### src/rtl/rgb_to_hsv_seq_if.sv
// Handshake bundle for the RGB-to-HSV converter.
// Valid/ready semantics on both sides: a transfer happens on a rising clk edge
// where valid and ready are both 1. A source holds valid and its data stable
// until that edge, and valid never depends on ready. The converter raises
// in_ready only when idle and holds out_valid with stable hsv_* until accepted.
interface rgb_to_hsv_seq_if;
    logic       in_valid;
    logic       in_ready;
    logic [7:0] in_r;
    logic [7:0] in_g;
    logic [7:0] in_b;
    logic       out_valid;
    logic       out_ready;
    logic [8:0] hsv_h;
    logic [8:0] hsv_s;
    logic [8:0] hsv_v;

    modport master (
        output in_valid, in_r, in_g, in_b, out_ready,
        input  in_ready, out_valid, hsv_h, hsv_s, hsv_v
    );

    modport slave (
        input  in_valid, in_r, in_g, in_b, out_ready,
        output in_ready, out_valid, hsv_h, hsv_s, hsv_v
    );
endinterface

### src/rtl/rgb_to_hsv_seq.sv
// Sequential RGB888 -> HSV converter built around one shared 8-step restoring
// divider. Saturation is divided first, then hue; both take exactly 8 cycles so
// latency is data independent (2 edges for grey inputs, 18 edges otherwise).
module rgb_to_hsv_seq #(
    parameter int HUE_SECTOR = 60,
    parameter int SAT_SCALE  = 255
) (
    input  logic                   clk,
    input  logic                   rst,
    rgb_to_hsv_seq_if.slave        bus,
    output logic [2:0]             dbg_state
);

    typedef enum logic [2:0] {
        S_IDLE  = 3'd0,
        S_CALC  = 3'd1,
        S_DIV_S = 3'd2,
        S_DIV_H = 3'd3,
        S_OUT   = 3'd4
    } state_t;

    typedef enum logic [1:0] {
        SRC_R = 2'd0,
        SRC_G = 2'd1,
        SRC_B = 2'd2
    } src_t;

    localparam logic [8:0] HUE_G    = 9'(2 * HUE_SECTOR);
    localparam logic [8:0] HUE_B    = 9'(4 * HUE_SECTOR);
    localparam logic [8:0] HUE_FULL = 9'(6 * HUE_SECTOR);

    state_t     state, state_nxt;

    // Latched pixel; stays constant for the whole conversion.
    logic [7:0] r_q, g_q, b_q;

    // Divider: rem_q is the running remainder, lo_q shifts in the low
    // dividend bits and collects quotient bits, MSB first.
    logic [7:0] rem_q;
    logic [7:0] lo_q;
    logic [7:0] div_q;
    logic [2:0] cnt_q;
    logic [7:0] sat_q;

    logic       out_valid_q;
    logic [8:0] h_q, s_q, v_q;

    // Combinational view of the latched pixel.
    src_t       src_v;
    logic [7:0] max_v, min_v, delta_v, absnum_v;
    logic       pos_v;
    logic [15:0] sat_dvd, hue_dvd;

    // Divider step signals; trial is the 9-bit partial remainder.
    logic [8:0] trial;
    logic       ge;
    logic [7:0] rem_nxt;
    logic [7:0] q_nxt;
    logic [8:0] hue_v;

    // Max/min/delta, hue source (R before G before B on ties) and hue numerator.
    always_comb begin
        src_v    = SRC_B;
        max_v    = b_q;
        pos_v    = (r_q >= g_q);
        absnum_v = pos_v ? (r_q - g_q) : (g_q - r_q);
        if (r_q >= g_q && r_q >= b_q) begin
            src_v    = SRC_R;
            max_v    = r_q;
            pos_v    = (g_q >= b_q);
            absnum_v = pos_v ? (g_q - b_q) : (b_q - g_q);
        end else if (g_q >= b_q) begin
            src_v    = SRC_G;
            max_v    = g_q;
            pos_v    = (b_q >= r_q);
            absnum_v = pos_v ? (b_q - r_q) : (r_q - b_q);
        end
        min_v = r_q;
        if (g_q < min_v) min_v = g_q;
        if (b_q < min_v) min_v = b_q;
        delta_v = max_v - min_v;
        sat_dvd = 16'(SAT_SCALE) * 16'(delta_v);
        hue_dvd = 16'(HUE_SECTOR) * 16'(absnum_v);
    end

    // One restoring-division step: shift in a dividend bit, subtract if it fits.
    always_comb begin
        trial   = {rem_q, lo_q[7]};
        ge      = (trial >= {1'b0, div_q});
        rem_nxt = ge ? 8'(trial - {1'b0, div_q}) : trial[7:0];
        q_nxt   = {lo_q[6:0], ge};
    end

    // Final hue from the sector quotient held in lo_q (0..60).
    always_comb begin
        hue_v = 9'd0;
        case (src_v)
            SRC_R: begin
                if (pos_v || lo_q == 8'd0) hue_v = {1'b0, lo_q};
                else                       hue_v = HUE_FULL - {1'b0, lo_q};
            end
            SRC_G:   hue_v = pos_v ? (HUE_G + {1'b0, lo_q}) : (HUE_G - {1'b0, lo_q});
            default: hue_v = pos_v ? (HUE_B + {1'b0, lo_q}) : (HUE_B - {1'b0, lo_q});
        endcase
    end

    // State register.
    always_ff @(posedge clk) begin
        if (rst) state <= S_IDLE;
        else     state <= state_nxt;
    end

    // Next-state logic.
    always_comb begin
        state_nxt = state;
        case (state)
            S_IDLE:  if (bus.in_valid) state_nxt = S_CALC;
            S_CALC:  state_nxt = (delta_v == 8'd0) ? S_OUT : S_DIV_S;
            S_DIV_S: if (cnt_q == 3'd7) state_nxt = S_DIV_H;
            S_DIV_H: if (cnt_q == 3'd7) state_nxt = S_OUT;
            S_OUT:   if (out_valid_q && bus.out_ready) state_nxt = S_IDLE;
            default: state_nxt = S_IDLE;
        endcase
    end

    // Outputs: ready only while idle, result registers drive the hsv bus.
    always_comb begin
        bus.in_ready  = (state == S_IDLE);
        bus.out_valid = out_valid_q;
        bus.hsv_h     = h_q;
        bus.hsv_s     = s_q;
        bus.hsv_v     = v_q;
        dbg_state     = state;
    end

    // Datapath: latch pixel, run the two divisions, publish the result once in OUT.
    always_ff @(posedge clk) begin
        if (rst) begin
            r_q         <= 8'd0;
            g_q         <= 8'd0;
            b_q         <= 8'd0;
            rem_q       <= 8'd0;
            lo_q        <= 8'd0;
            div_q       <= 8'd0;
            cnt_q       <= 3'd0;
            sat_q       <= 8'd0;
            out_valid_q <= 1'b0;
            h_q         <= 9'd0;
            s_q         <= 9'd0;
            v_q         <= 9'd0;
        end else begin
            case (state)
                S_IDLE: begin
                    if (bus.in_valid) begin
                        r_q <= bus.in_r;
                        g_q <= bus.in_g;
                        b_q <= bus.in_b;
                    end
                end
                S_CALC: begin
                    cnt_q <= 3'd0;
                    if (delta_v != 8'd0) begin
                        rem_q <= sat_dvd[15:8];
                        lo_q  <= sat_dvd[7:0];
                        div_q <= max_v;
                    end
                end
                S_DIV_S: begin
                    cnt_q <= cnt_q + 3'd1;
                    if (cnt_q == 3'd7) begin
                        sat_q <= q_nxt;
                        rem_q <= hue_dvd[15:8];
                        lo_q  <= hue_dvd[7:0];
                        div_q <= delta_v;
                    end else begin
                        rem_q <= rem_nxt;
                        lo_q  <= q_nxt;
                    end
                end
                S_DIV_H: begin
                    cnt_q <= cnt_q + 3'd1;
                    rem_q <= rem_nxt;
                    lo_q  <= q_nxt;
                end
                S_OUT: begin
                    if (!out_valid_q) begin
                        out_valid_q <= 1'b1;
                        v_q         <= {1'b0, max_v};
                        if (delta_v == 8'd0) begin
                            h_q <= 9'd0;
                            s_q <= 9'd0;
                        end else begin
                            h_q <= hue_v;
                            s_q <= {1'b0, sat_q};
                        end
                    end else if (bus.out_ready) begin
                        out_valid_q <= 1'b0;
                    end
                end
                default: ;
            endcase
        end
    end

endmodule
### src/flat_wrapper.sv
// flat-port wrapper written by rule: the top's interface ports become plain ports
module rgb_to_hsv_seq_flat 
#(
    parameter int HUE_SECTOR = 60,
    parameter int SAT_SCALE  = 255
)
  (clk, rst, dbg_state, bus_in_valid, bus_in_r, bus_in_g, bus_in_b, bus_out_ready, bus_in_ready, bus_out_valid, bus_hsv_h, bus_hsv_s, bus_hsv_v);
  rgb_to_hsv_seq_if bus_i ();
  input  logic clk;
  input  logic rst;
  output logic [2:0] dbg_state;
  input wire logic [$bits(bus_i.in_valid)-1:0] bus_in_valid;
  input wire logic [$bits(bus_i.in_r)-1:0] bus_in_r;
  input wire logic [$bits(bus_i.in_g)-1:0] bus_in_g;
  input wire logic [$bits(bus_i.in_b)-1:0] bus_in_b;
  input wire logic [$bits(bus_i.out_ready)-1:0] bus_out_ready;
  output wire logic [$bits(bus_i.in_ready)-1:0] bus_in_ready;
  output wire logic [$bits(bus_i.out_valid)-1:0] bus_out_valid;
  output wire logic [$bits(bus_i.hsv_h)-1:0] bus_hsv_h;
  output wire logic [$bits(bus_i.hsv_s)-1:0] bus_hsv_s;
  output wire logic [$bits(bus_i.hsv_v)-1:0] bus_hsv_v;
  assign bus_i.in_valid = bus_in_valid;
  assign bus_i.in_r = bus_in_r;
  assign bus_i.in_g = bus_in_g;
  assign bus_i.in_b = bus_in_b;
  assign bus_i.out_ready = bus_out_ready;
  assign bus_in_ready = bus_i.in_ready;
  assign bus_out_valid = bus_i.out_valid;
  assign bus_hsv_h = bus_i.hsv_h;
  assign bus_hsv_s = bus_i.hsv_s;
  assign bus_hsv_v = bus_i.hsv_v;
  rgb_to_hsv_seq #(.HUE_SECTOR(HUE_SECTOR), .SAT_SCALE(SAT_SCALE)) u_core (.clk(clk), .rst(rst), .bus(bus_i), .dbg_state(dbg_state));
endmodule
### config.mk
export PLATFORM = sky130hd
export DESIGN_NAME = rgb_to_hsv_seq_flat
export DESIGN_NICKNAME = d
export VERILOG_FILES = /design/src/rtl/rgb_to_hsv_seq_if.sv /design/src/rtl/rgb_to_hsv_seq.sv /design/src/flat_wrapper.sv
export SDC_FILE = /design/constraint.sdc
export NUM_CORES = 1
export LEC_CHECK = 0
export BUFFER_PORTS_ARGS = -buffer_cell sky130_fd_sc_hd__buf_2
export CORE_MARGIN = 10
export CORE_UTILIZATION = 45
export DETAILED_ROUTE_END_ITERATION = 16
export PLACE_DENSITY = 0.69
export SETUP_SLACK_MARGIN = 0.4
export SYNTH_ARGS = -nofsm -noshare
export SYNTH_HDL_FRONTEND = slang
export SYNTH_SLANG_ARGS = --single-unit
### constraint.sdc
create_clock -name clk -period 22.3 [get_ports clk]
set_clock_uncertainty 0.2 [all_clocks]
set_input_delay 2.23 -clock clk [delete_from_list [all_inputs] [get_ports clk]]
set_output_delay 2.23 -clock clk [all_outputs]
set_load 0.01 [all_outputs]
# Word level (Yosys, flattened, before mapping)

Cells that the tools add are included.

Logic and storage cells: 104
Bits in registers: 89
Bits of input ports: 28
Output and inout bits: 32

Reduce and logical (&&, ||, !) cells: 18
Magnitude comparators: 7
Add/sub/neg operators: 14
Mux-type cells: 38
Bitwise operators: 1
$mul: 2
Equal/unequal tests: 11

Operators with widths:

| cell                 | number |
|---|---|
| $mux 8               | 17 |
| $sub 8x8->8          | 8 |
| $pmux 8 s3           | 2 |
| $mux 9               | 4 |
| $ge 8x8->1           | 4 |
| $pmux 9 s2           | 1 |
| $logic_not 8->1      | 2 |
| $lt 8x8->1           | 2 |
| $mul 8x8->16 const A | 1 |
| $pmux 8 s2           | 1 |
| $mux 3               | 5 |
| $pmux 3 s5           | 1 |
| $mul 4x8->12 const A | 1 |
| $add 7x8->9 const A  | 1 |
| $add 8x8->9 const A  | 1 |
| $ge 9x8->1           | 1 |
| $sub 7x8->9 const A  | 1 |
| $sub 8x8->9 const A  | 1 |
| $sub 9x8->9 const A  | 1 |
| $ne 2x1->1 const B   | 4 |
| $reduce_and 2->1     | 4 |
| $reduce_bool 8->1    | 1 |
| $eq 3x2->1 const B   | 2 |
| $eq 3x3->1 const B   | 2 |
| 17 further kinds     | 23 |

# Longest topological paths before layout

Gate-level depths: netlist of run 1.

Depth in word-level cells: 8
Gate-level depth with buffers: 44

# Least setup slack after synthesis of run 1

No wires, ideal clock.

Kind: flip-flop to flip-flop
Start point: reg u_core.g_q[6]
End point: reg u_core.rem_q[7]
Slack: 12.674 ns
Buffers on the path: 3
Arrival: 9.358 ns
Setup time: 0.069 ns
Stages on the path, launching flop included: 43
Cell sequence: dfxtp_1 > inv_1 > ha_1 > buf_2 > and4_4 > a21bo_1 > and2_1 > buf_4 > mux2i_1 > ha_1 > a2111oi_1 > nand2_1 > a211oi_2 > nor3_4 > clkbuf_1 > o21ai_0 > ha_1 > nor2b_1 > [... 7 more ...] > inv_1 > ha_1 > inv_1 > fa_1 > inv_1 > fa_1 > inv_1 > fa_1 > inv_1 > ha_1 > a21boi_0 > o211ai_1 > a21oi_1 > a2111oi_0 > o21bai_1 > a21oi_1 > xnor3_1 > o21ai_1

Word-level cells in the longest chain between the ends: 8
Elaborated cells between the ends (all ways): 16
Those cells by class: add/sub (1); mul (1); order compare (4); eq/ne (1); mux (6); reduce/logical (3)

Ends and longest elaborated chain:

| element                                           | line                                        | text |
|---|---|---|
| from (decl)                                       | rgb_to_hsv_seq.sv:35                        | `logic [7:0] r_q, g_q, b_q;` |
| from (signal assigned)                            | rgb_to_hsv_seq.sv:156                       | `g_q <= bus.in_g;` |
| $lt 8x8->1                                        | rgb_to_hsv_seq.sv:79                        | `if (g_q < min_v) min_v = g_q;` |
| $mux 8                                            | rgb_to_hsv_seq.sv:79                        |  |
| $lt 8x8->1                                        | rgb_to_hsv_seq.sv:80                        | `if (b_q < min_v) min_v = b_q;` |
| $mux 8                                            | rgb_to_hsv_seq.sv:80                        |  |
| $sub 8x8->8 (*)                                   | rgb_to_hsv_seq.sv:81                        | `delta_v = max_v - min_v;` |
| $mul 8x8->16 or $reduce_bool 8->1 (tied branches) | rgb_to_hsv_seq.sv:82, rgb_to_hsv_seq.sv:162 |  |
| $mux 8 or $ne 2x1->1 (tied branches)              | --                                          |  |
| $pmux 8 s3 or $reduce_and 2->1 (tied branches)    | --                                          |  |
| to (signal assigned)                              | rgb_to_hsv_seq.sv:163                       | `rem_q <= sat_dvd[15:8];` |
| to (signal assigned)                              | rgb_to_hsv_seq.sv:172                       | `rem_q <= hue_dvd[15:8];` |
| to (signal assigned)                              | rgb_to_hsv_seq.sv:176                       | `rem_q <= rem_nxt;` |
| to (decl)                                         | rgb_to_hsv_seq.sv:39                        | `logic [7:0] rem_q;` |

Every way passes the cells marked *; elsewhere a longest branch is shown, timed or not. The select of a mux whose other input is x is not followed.
A chain may end at the register's enable or synchronous reset.

# Final worst setup path of run 1

Start point: reg u_core.r_q[1]
End point: reg u_core.rem_q[7]

Word-level cells in the longest chain between the ends: 8
Elaborated cells between the ends (all ways): 15
Those cells by class: add/sub (1); mul (1); order compare (4); eq/ne (1); mux (5); reduce/logical (3)

Ends and longest elaborated chain:

| element                                           | line                                        | text |
|---|---|---|
| from (decl)                                       | rgb_to_hsv_seq.sv:35                        |  |
| from (signal assigned)                            | rgb_to_hsv_seq.sv:155                       | `r_q <= bus.in_r;` |
| $lt 8x8->1                                        | rgb_to_hsv_seq.sv:79                        |  |
| $mux 8                                            | rgb_to_hsv_seq.sv:79                        |  |
| $lt 8x8->1                                        | rgb_to_hsv_seq.sv:80                        |  |
| $mux 8                                            | rgb_to_hsv_seq.sv:80                        |  |
| $sub 8x8->8 (*)                                   | rgb_to_hsv_seq.sv:81                        |  |
| $mul 8x8->16 or $reduce_bool 8->1 (tied branches) | rgb_to_hsv_seq.sv:82, rgb_to_hsv_seq.sv:162 |  |
| $mux 8 or $ne 2x1->1 (tied branches)              | --                                          |  |
| $pmux 8 s3 or $reduce_and 2->1 (tied branches)    | --                                          |  |

Marked as above.

==> results of run 1 <==
[metrics by stage]
stage,hold slack [ps],instances
2_1_floorplan,237,1229
3_3_place_gp,238,1508
3_5_place_dp,241,1508
4_1_cts,251,1524
5_1_grt,258,1524
6_report,247,1524
[kinds of logic (layout without fill, tap and decap cells)]
group,Yosys count,in the layout,share of synthesized area
compound gates,349,349,0.232
simple gates,337,337,0.153
fa+ha+maj,181,181,0.266
buf+inv,180,200,0.0747
flops,88,88,0.182
xor+xnor,56,56,0.0529
mux,36,36,0.0382
other cells,1,2,0.000388
[final timing paths]
check                                     end                             start
max              u_core.rem_q[7]$_SDFFE_PP0P_        u_core.r_q[1]$_SDFFE_PP0P_
min          u_core.bus.hsv_h[3]$_SDFFE_PP0P_  u_core.bus.hsv_h[3]$_SDFFE_PP0P_
max reg2reg      u_core.rem_q[7]$_SDFFE_PP0P_        u_core.r_q[1]$_SDFFE_PP0P_
min reg2reg  u_core.bus.hsv_h[3]$_SDFFE_PP0P_  u_core.bus.hsv_h[3]$_SDFFE_PP0P_
[layout make-up]
type / instances / share of cell area
timing repair buffer: 66 / 0.0339
multi-input combinational: 961 / 0.691
clock buffer: 9 / 0.0216
clock inverter: 7 / 0.00853
sequential: 88 / 0.169
tap: 275 / 0.0330
inverter: 118 / 0.0425
[state kept, by name, indices dropped and copies added (netlist names)]
signal / count
u_core.bus.hsv_v: 8
u_core.bus.out_valid: 1
u_core.cnt_q: 3
u_core.g_q: 8
u_core.bus.hsv_h: 9
u_core.sat_q: 8
u_core.div_q: 8
u_core.lo_q: 8
u_core.b_q: 8
u_core.rem_q: 8
u_core.dbg_state: 3
u_core.r_q: 8
u_core.bus.hsv_s: 8
[metal layers]
metal	vias up	track usage	part of all wire
met2	243	0.308	0.46
met3	41	0.0308	0.053
li1	4278	-	-
met1	4136	0.254	0.46
met4	0	0.0653	0.028
met5	-	0	0
[critical path: cells and delay by family, from the launching register on]
kind,cells,cell delay (ps)
AOI/OAI and AO/OA,14,2890
DFF,1,520
xor gates and xnor gates,3,990
muxes,1,200
and+or+nand+nor,7,1700
adders and majority gates,9,3590
buffers and inverters,6,540
[cell usage in the layout (no fill, tap or decap), drive strengths merged, types with 23 or more instances in the layout]
cell type	instances
mux2i	32
a21o	25
dfxtp	88
buf	66
inv	121
nor2	92
fa	41
nand2	156
a211oi	27
xnor2	33
a21oi	142
o21ai	46
ha	140
nand3	23
==> flow_summary.ini, run 1 <==
[run_status]
outcome = complete, no violations

[final_layout]
final-seq-area_um2 = 1760
fin_nets = 1453
fill_cells = 2113
multi_input_area_um2 = 7200
n_antenna_cell = 0
drive_gt1_frac = 0.0873
final_util = 0.494
synthToLayoutAreaGrowth_pct = 7.75
postLayoutCellArea_um2 = 10400

[timing]
fin_tns_setup_ps = 0
min_period_ps = 10690
tightestPinTransition_ps = 1100
max_slew_margin = 0.261
final-hold-violation-count = 0
fin_crit_sh = 0.479
finalSetupViolCount = 0
layout_setup_ws_ps = 11610
drv_slew = 0
fmax_mhz = 93.6
grt_setup_unrepaired = no

[setup_path]
reg2reg_depth = 40
cp-end-kind = flip-flop
critPathLaunchType = flip-flop
crit_top_cell = inv_1
crit_slowest_cell = a2111oi_0
critPathMaxStageDelay_ps = 600
r2r_slack_ps = 11610
crit_type = flip-flop to flip-flop
critPathMaxFanout = 15
cp_data_arrival_time_ps = 10780
cp.required_ps = 22390

[synthesis]
syn_area_um2 = 9670
ys_types = 76
synth_commonest_cells = nand2_1, a21oi_1, ha_1, inv_1, nor2_1
yosys.area.top_type = dfxtp_1
yosysSeqAreaShare = 0.182
syn_inst = 1228
synth_warnings = 0
synth_top_area_frac = 0.182
ys.flop_type = dfxtp_1
synth.most_common_cell = nand2_1
syn_area_per_cell_um2 = 7.87
synth-async-reset-ratio = 0
synth_area_leaders = dfxtp_1, ha_1, fa_1
synth_edf_count = 0
synth-seq-cells = 88

[global_route]
track_usage = 0.191
overflow = 0
grt_pass1_wl_um = 44200
grt_antenna_before_repair = 0
grt_max_degree = 94
grt_pass1_vias = 8281

[placement]
pre_cts_ws_ps = 11700
numPortBuffers = 57
dpl.hpwl_um = 21300
postPlaceCellArea_um2 = 10100
gp_congestion = 0.943

[clock_tree]
numCtsBuffers = 9
cts_tree = yes
cts_setup_buffers = 0
clock-sinks = 88
cts-resized-gates = 0
clock_latency_ps = 360
htreeDepth = 3
cts_max_path_buffers = 2
clkSlewWorstSetupHoldPaths_ps = 70
cts_hold_buf = 0
cts-root-buf = clkbuf_16

[min_path]
worstHoldPathCells = 2
hold_path_class = flip-flop to flip-flop

[floorplanning]
ioPinCount = 60
die_area_um2 = 27700
die_h_um = 167
initial_core_util = 0.458
rows = 53
die_w_um = 167
core_um2 = 21100

[run]
max_cap_violations = 0

[detailed_routing]
post_drt_wl_per_cell_um = 18.0
first_pass_iters = 7
drt-total-wl_um = 27400
dr_total_vias = 8698
drc = 0
drt_iter0_markers = 781
drt.antenna.violating_nets = 0
via_per_inst = 5.71
Power of run 1 is not shown: default switching activity piles up to over one toggle a cycle in this logic, so the estimate is an artifact.
==> run 2: changes to the inputs <==
==> constraint.sdc (replaced) <==
create_clock -name clk -period 10.14 [get_ports clk]
set_clock_uncertainty 0.2 [all_clocks]
set_input_delay 1.014 -clock clk [delete_from_list [all_inputs] [get_ports clk]]
set_output_delay 1.014 -clock clk [all_outputs]
set_load 0.01 [all_outputs]
==> flow_summary.ini, run 2 (synthesis gave the netlist of run 1 again) <==
[run_status]
outcome = complete, no violations

[global_route]
overflow = 0
track_usage = 0.196
grt_antenna_before_repair = 0
grt_max_degree = 94
grt_pass1_vias = 8449
grt_pass1_wl_um = 45100

[final_layout]
final_util = 0.518
drive_gt1_frac = 0.137
largest_register_ffs = 9
synthToLayoutAreaGrowth_pct = 13.0
fill_cells = 2065
final_cell_mix = nand2_1, a21oi_1, ha_1, inv_1, nor2_1
n_antenna_cell = 0
fin_nets = 1488
mostFrequentLayoutCell = nand2_1

[timing]
final-hold-violation-count = 0
fin_tns_setup_ps = 0
max_slew_margin = 0.229
min_period_ps = 9350
tightestPinTransition_ps = 1150
fin_crit_sh = 0.922
fmax_mhz = 107
drv_slew = 0
grt_setup_unrepaired = no
finalSetupViolCount = 0

[floorplanning]
die_h_um = 167
initial_core_util = 0.458
ioPinCount = 60
rows = 53
die_w_um = 167
die_area_um2 = 27700
core_um2 = 21100

[placement]
numPortBuffers = 57
dpl.hpwl_um = 22000
gp_congestion = 0.935

[run]
max_cap_violations = 0

[min_path]
hold_path_class = flip-flop to flip-flop

[clock_tree]
cts_max_path_buffers = 2
clkSlewWorstSetupHoldPaths_ps = 70
cts-root-buf = clkbuf_16
clock_latency_ps = 360
cts_hold_buf = 0
numCtsBuffers = 9
cts_tree = yes
clock-sinks = 88
htreeDepth = 3

[setup_path]
crit_slowest_cell = dfxtp_1
cp.required_ps = 10240
critPathLaunchType = flip-flop
critPathMaxStageDelay_ps = 610
critPathMaxFanout = 21
crit_type = flip-flop to flip-flop
cp-end-kind = flip-flop
cp_data_arrival_time_ps = 9440
crit_top_cell = inv_1

[detailed_routing]
via_per_inst = 5.70
dr_total_vias = 8881
post_drt_wl_per_cell_um = 18.4
drc = 0
first_pass_iters = 6
drt.antenna.violating_nets = 0
drt_iter0_markers = 781
drt-total-wl_um = 28700
-- run 2: metrics by stage --
| step | std cells | hold slack [ps] | setup WS, ps | cell area, um2 |
|---|---|---|---|---|
| floorplan | 1229 | 237 | 514 | 9670 |
| global placement | 1533 | 236 | 466 | 10300 |
| detailed placement | 1533 | 242 | 266 | 10300 |
| CTS | 1549 | 252 | 432 | 10600 |
| global route | 1559 | 275 | 267 | 10900 |
| finish | 1559 | 247 | 793 | 10900 |
-- run 2: critical path: cells and delay by family (launching register included) --
| family | cells | cell delay, ps |
|---|---|---|
| fa+ha+maj | 9 | 3410 |
| compound gates | 15 | 3160 |
| buf+inv | 10 | 1150 |
| xor+xnor | 3 | 650 |
| flops | 1 | 610 |
| simple gates | 1 | 100 |
-- run 2: final cells by class --
class,count,area (um2),share of cell area
Multi-Input combinational cell,961,7440,0.681
Sequential cell,88,1770,0.162
Timing Repair Buffer,101,627,0.0574
Inverter,118,443,0.0405
Tap cell,275,344,0.0315
Clock buffer,9,225,0.0206
Clock inverter,7,75.1,0.00687
-- run 2: worst paths after layout --
| path | startpoint | to | slack [ps] | depth (start not counted) |
|---|---|---|---|---|
| hold reg to reg | u_core.bus.hsv_h[8]$_SDFFE_PP0P_ | u_core.bus.hsv_h[8]$_SDFFE_PP0P_ | 250 | 2 |
| hold / removal | u_core.bus.hsv_h[8]$_SDFFE_PP0P_ | u_core.bus.hsv_h[8]$_SDFFE_PP0P_ | 250 | 2 |
| setup / recovery | u_core.b_q[0]$_SDFFE_PP0P_ | u_core.rem_q[7]$_SDFFE_PP0P_ | 790 | 38 |
| setup reg to reg | u_core.b_q[0]$_SDFFE_PP0P_ | u_core.rem_q[7]$_SDFFE_PP0P_ | 790 | 38 |
-- run 2: what timing repair did --
action / CTS / global route
pin swaps: 0 / 9
cloned: 0 / 0
resized for setup: 5 / 47
endpoints found under the setup margin: 3 / 6
setup buffers: 0 / 10
-- run 2: per-layer routing --
| metal | vias up | GRT usage | share of wire |
|---|---|---|---|
| li1 | 4363 | - | - |
| met1 | 4192 | 0.253 | 0.45 |
| met2 | 282 | 0.326 | 0.46 |
| met3 | 44 | 0.0287 | 0.057 |
| met4 | 0 | 0.0691 | 0.031 |
| met5 | - | 0 | 0 |
Power of run 2 is left out for the same reason.
